===== src/rtl/pipe_stall_ctrl.sv =====
// Pipeline stall/flush controller: turns load-use, taken-branch and multi-cycle
// MDU requests into per-stage write-enable, flush and bubble controls, plus stall/flush statistics.
module pipe_stall_ctrl #(
    parameter int MDU_LATENCY = 4,
    parameter int CNT_W       = 16
) (
    input  logic             Clk,
    input  logic             Rst_n,
    input  logic             LoadUse_Hazard,
    input  logic             Branch_Taken,
    input  logic             MDU_Start,
    input  logic             Cnt_Clr,
    output logic             PCWrite,
    output logic             IFID_Write,
    output logic             IFID_Flush,
    output logic             IDEX_Write,
    output logic             IDEX_Bubble,
    output logic             EXMEM_Bubble,
    output logic             MDU_Busy,
    output logic [CNT_W-1:0] Stall_Count,
    output logic [CNT_W-1:0] Flush_Count
);

    localparam int DCNT_W = $clog2(MDU_LATENCY);
    // The start cycle itself is the first frozen cycle, so the stall state covers LATENCY-1.
    localparam logic [DCNT_W-1:0] DCNT_LOAD = DCNT_W'(MDU_LATENCY - 2);

    typedef enum logic {
        RUN       = 1'b0,
        MDU_STALL = 1'b1
    } state_t;

    state_t            state_reg;
    logic [DCNT_W-1:0] dcnt_reg;

    always_ff @(posedge Clk or negedge Rst_n) begin
        if (!Rst_n) begin
            state_reg <= RUN;
            dcnt_reg  <= '0;
        end else begin
            case (state_reg)
                RUN: begin
                    if (MDU_Start) begin
                        state_reg <= MDU_STALL;
                        dcnt_reg  <= DCNT_LOAD;
                    end
                end
                MDU_STALL: begin
                    if (dcnt_reg == '0) begin
                        state_reg <= RUN;
                    end else begin
                        dcnt_reg <= dcnt_reg - DCNT_W'(1);
                    end
                end
                default: begin
                    state_reg <= RUN;
                    dcnt_reg  <= '0;
                end
            endcase
        end
    end

    // RUN responds in the same cycle; the reset term keeps every enable low while held.
    always_comb begin
        PCWrite      = 1'b0;
        IFID_Write   = 1'b0;
        IFID_Flush   = 1'b0;
        IDEX_Write   = 1'b0;
        IDEX_Bubble  = 1'b0;
        EXMEM_Bubble = 1'b0;
        MDU_Busy     = 1'b0;
        if (Rst_n) begin
            case (state_reg)
                RUN: begin
                    if (MDU_Start) begin
                        PCWrite = 1'b0;
                    end else if (LoadUse_Hazard) begin
                        IDEX_Write  = 1'b1;
                        IDEX_Bubble = 1'b1;
                    end else if (Branch_Taken) begin
                        PCWrite    = 1'b1;
                        IFID_Write = 1'b1;
                        IFID_Flush = 1'b1;
                        IDEX_Write = 1'b1;
                    end else begin
                        PCWrite    = 1'b1;
                        IFID_Write = 1'b1;
                        IDEX_Write = 1'b1;
                    end
                end
                MDU_STALL: begin
                    EXMEM_Bubble = 1'b1;
                    MDU_Busy     = 1'b1;
                end
                default: begin
                    PCWrite = 1'b0;
                end
            endcase
        end
    end

    // Index 0 counts frozen-PC cycles, index 1 counts IF/ID flush cycles.
    logic [1:0]       cnt_inc;
    logic [CNT_W-1:0] cnt_val [2];

    assign cnt_inc = {IFID_Flush, ~PCWrite};

    generate
        for (genvar gi = 0; gi < 2; gi++) begin : g_cnt
            logic [CNT_W-1:0] cnt_reg;

            always_ff @(posedge Clk or negedge Rst_n) begin
                if (!Rst_n) begin
                    cnt_reg <= '0;
                end else if (Cnt_Clr) begin
                    cnt_reg <= '0;
                end else if (cnt_inc[gi] && (cnt_reg != {CNT_W{1'b1}})) begin
                    cnt_reg <= cnt_reg + CNT_W'(1);
                end
            end

            assign cnt_val[gi] = cnt_reg;
        end
    endgenerate

    assign Stall_Count = cnt_val[0];
    assign Flush_Count = cnt_val[1];

endmodule


===== config.mk =====
export PLATFORM = sky130hd
export DESIGN_NAME = pipe_stall_ctrl
export DESIGN_NICKNAME = d
export VERILOG_FILES = /design/src/rtl/pipe_stall_ctrl.sv
export SDC_FILE = /design/constraint.sdc
export NUM_CORES = 1
export LEC_CHECK = 0
export BUFFER_PORTS_ARGS = -buffer_cell sky130_fd_sc_hd__buf_4
export CAP_MARGIN = 25
export CORE_MARGIN = 2
export CORE_UTILIZATION = 40
export DETAILED_ROUTE_END_ITERATION = 8
export PLACE_DENSITY = 0.64
export SLEW_MARGIN = 20
export SYNTH_ARGS = -nofsm -noshare
export SYNTH_HDL_FRONTEND = slang
export SYNTH_SLANG_ARGS = --single-unit

===== constraint.sdc =====
create_clock -name Clk -period 2.6 [get_ports Clk]
set_clock_uncertainty 0.2 [all_clocks]
set_input_delay 0.78 -clock Clk [delete_from_list [all_inputs] [get_ports Clk]]
set_output_delay 0.78 -clock Clk [all_outputs]
set_load 0.005 [all_outputs]

==> flow_results.org <==
** Worst setup path
- The worst setup path is captured at an output port.
- Of all nets on the critical path, the largest fanout is 5.
- The endpoint identified for the worst register-to-register timing path is Stall_Count[9].
- The startpoint identified for the worst register-to-register timing path is state_reg.
- Type of the setup path with the least slack :: in -> out
- Data on the critical path is required at its endpoint by 1.62 ns.
- Worst setup SP type :: primary input
- Tracing the worst setup path back leads to its startpoint at LoadUse_Hazard.
- Slack of the worst reg-to-reg path :: 0.42 ns
- Number of cells traversed by the worst register-to-register path :: 8
- Data arrival time at the worst-slack endpoint :: 1.72 ns

** Clock tree
- Maximum clock path buffer count :: 2
- Counting the buffers created by CTS gives 5.
- Clock edge transition at the registers on the reported setup and hold paths :: 0.06 ns
- Clock tree synthesis selected as its root buffer the cell sky130_fd_sc_hd__clkbuf_8.
- The H-tree was split into 2 levels.
- Source-to-sink clock delay at the later pin of the worst-skew pair :: 0.28 ns
- TritonCTS clock tree :: built
- The clock drives 35 sinks.

** Synth
- Summing the sequential cell areas from Yosys gives 46.4% of the chip area.
- Share of synthesized area spent on multiplexers :: 2.65%
- Of the total synthesized cell area, the portion taken by AND, OR, NAND and NOR gates is 28.1%.
- The synthesized design contains 35 register bits.
- Dominant combinational cell family by area after synthesis :: simple AND/OR/NAND/NOR gates
- Parity-gate share of the synthesized area counting xor and xnor cells :: 11.1%
- Fraction of the mapped netlist area in compound gates :: 6.03%
- Synthesis instantiated 37 different standard cells from the library.
- Yosys printed 0 warnings.
- Post-Syn Area :: 0.00189 mm2
- Average cell area after synthesis :: 9.44 um2
- The number of nets handed over by synthesis was 209.
- Adder and majority gate portion of the synthesized area :: 1.99%
- Counting every instance in the synthesized netlist gives 200.

** Die
- Measured along the y axis, the die boundary spans 72.7 um.
- After floorplanning, the core was divided into 24 placement rows.
- For this configuration, the core starts out at a cell density of 42.5%.
- Horizontal die dimension :: 72.7 um
- Core area :: 0.00444 mm2
- # IOs :: 45
- Die ar. :: 0.00529 mm2

** STA
- Count of final max-slew check failures :: 0
- Minimum setup slack in the final design :: -0.0961 ns
- Worst slew margin relative to its limit :: 64.6%
- For the finished layout, the period the worst path requires is 2.70 ns.
- Final critical-path share of the clock period :: 104%
- For the pin with the worst max-slew slack, the measured transition is 0.517 ns.
- Setup violations remaining at the end of the flow were counted as 3.
- Timing would allow up to 0.371 GHz.
- The final hold violation count came to 0.
- Hold is met by 0.294 ns.
- Unrepaired setup endpoints after global routing :: true

** Finish
- The number of antenna diodes in the final layout is 0.
- The count of cells in the finished layout, fillers not included, comes to 308.
- Summing all non-filler instances in the final layout gives an area of 0.00245 mm2.
- The top cell types in the final layout, fill and taps aside, are 52 x sky130_fd_sc_hd__buf_4, 35 x sky130_fd_sc_hd__dfrtp_1, 33 x sky130_fd_sc_hd__nor2_1.
- For this run, the post-layout net count is 264.
- Signed area change from the synthesized netlist to the final layout :: 30.0%
- Proportion of layout cells with a drive suffix above 1 :: 27.7%
- Commonest non-fill, non-tap cell in the layout :: sky130_fd_sc_hd__buf_4

** Worst hold path
- Hold WC Path Type :: reg -> reg
- For hold timing, the worst endpoint is dcnt_reg[1].
- Hold_sp :: dcnt_reg[1]
- Worst hold path cell count :: 1

** Drt
- Routed length on met2 :: 1980 um
- Routed via count :: 1676
- The first TritonRoute pass finished after 4 iterations.
- After detailed routing, the number of remaining DRC violations is 0.
- Mean routed wirelength per cell :: 14.2 um
- Top routing layer in use :: met4
- Met3 WL post-DR :: 227 um
- The count of nets left with antenna violations once routing finished came out at 0.
- Routed wire length :: 4390 um
- Starting DRC count in detailed routing :: 92
- Number of vias per cell :: 5.44
- After detailed routing, the wire length on met1 is 2140 um.

** Place
- Counting tap cells, the placed design contains a total of 298 instances.
- Post-DP HPWL :: 3200 um
- Port bufs :: 44
- Once placement finished, the instance area stood at 0.00232 mm2.
- At the end of routability-driven placement, the weighted congestion stood at 0.800.

** Global routing
- Across every metal layer, demand over resource in global routing totals 17.9%.
- Global routing finished with a remaining overflow of 0.
- Maximum number of pins on one net before global-route repair :: 36
- The first global-routing pass estimated 7250 um of wire.
- The via count of the first global-routing pass came to 1475.
- Antenna violations before repair :: 0

** Power and ir drop
- Power Density :: 494 mW/mm2
- Net switching is 25.3% of the power.
- Share of total power in the clock network :: 35.5%
- Maximum VDD drop :: 0.336 mV
- The analysis attributes to net switching a power of 307 uW.
- Internal power comes to 907 uW.
- Total power after layout :: 1210 uW
- Combinational group share of total power :: 14.9%
- Registers are responsible for 49.6% of the overall power.
- The analysis attributes to cell leakage a power of 0.00115 uW.

** Outcome
- Outcome :: finished with violations
- Failing checks :: negative setup slack

** Job
- Max Cap Viol :: 0
## worst max-delay path by stage
stage	slack, ns	end	depth (start not counted)
after floorplan	0.03	IFID_Flush	4
after global placement	-0.17	Stall_Count[15]	8
after detailed placement	-0.18	Stall_Count[9]	8
after CTS	-0.09	IFID_Flush	6
after global routing	-0.13	IFID_Flush	6
final	-0.1	IFID_Flush	6
## per-stage QoR
| step | setup WS (ns) | TNS, ns | utilization [%] |
|---|---|---|---|
| floorplan | 0.0294 | 0 | - |
| global placement | -0.173 | -1.17 | 52.1 |
| detailed placement | -0.177 | -1.20 | 52.1 |
| CTS | -0.0936 | -0.113 | 54.8 |
| global route | -0.134 | -0.204 | 55.2 |
| finish | -0.0961 | -0.116 | 55.2 |
## routing by layer
metal	vias up	track usage, %
li1	816	-
met1	806	26.7
met2	49	25.7
met3	5	4.14
met4	0	5.56
met5	-	0
## critical path, stage by stage
cell,delay (ns)
sky130_fd_sc_hd__buf_6,0.10
sky130_fd_sc_hd__or4b_4,0.55
sky130_fd_sc_hd__clkinv_4,0.09
sky130_fd_sc_hd__nand2_4,0.05
sky130_fd_sc_hd__inv_2,0.06
sky130_fd_sc_hd__buf_6,0.09
## repair_timing
| action | CTS | global route |
|---|---|---|
| hold buffers | 0 | 0 |
| gates resized for setup | 3 | 2 |
| setup buffers | 1 | 1 |
| pin swaps | 2 | 1 |
| endpoints found under the setup margin | 3 | 8 |
## cell families (layout without fill, tap and decap cells)
group,Yosys count,after routing
DFF,35,35
buffers and inverters,15,71
xor gates and xnor gates,24,24
muxes,5,5
AOI/OAI and AO/OA,18,18
and+or+nand+nor,100,100
adders and majority gates,3,3
## Yosys cell counts (all sizes together)
master / number / area share [%]
clkinv: 1 / 0.46
xnor2: 11 / 5.1
nand4: 9 / 3.0
clkbuf: 4 / 0.79
nor2: 33 / 6.6
nand2b: 2 / 0.66
and2: 4 / 1.3
nand2: 11 / 2.6
buf: 3 / 1.1
and4bb: 1 / 0.66
o2111ai: 3 / 1.4
or4: 1 / 0.40
nor3b: 1 / 0.40
ha: 3 / 2.0
o31ai: 1 / 0.40
a2111oi: 1 / 0.46
o22a: 1 / 0.46
and3: 6 / 2.0
or2: 1 / 0.33
o21ai: 6 / 1.6
inv: 7 / 1.4
and4: 2 / 0.93
mux2i: 5 / 2.7
or3: 1 / 0.33
nor4: 9 / 3.0
o211ai: 1 / 0.40
xor2: 13 / 6.0
or4b: 1 / 0.73
a21oi: 5 / 1.3
nand3: 9 / 2.7
dfrtp: 35 / 46
nor3: 8 / 2.1
nor4b: 1 / 0.46
## area by class of cell
| type | instances | area [um2] |
|---|---|---|
| Tap cell | 52 | 65.1 |
| Fill cell | 426 | 1990 |
| Sequential cell | 35 | 876 |
| Clock buffer | 8 | 100 |
| Timing Repair Buffer | 55 | 424 |
| Multi-Input combinational cell | 150 | 955 |
| Inverter | 8 | 35.0 |
## power groups by stage
stage | combinational [uW] | sequential (uW) | clock (uW)
floorplan | 108 | 606 | 0
global placement | 174 | 612 | 0
detailed placement | 181 | 613 | 0
CTS | 184 | 602 | 445
global route | 207 | 606 | 471
finish | 180 | 602 | 431
(Power assumes the default switching activity.)
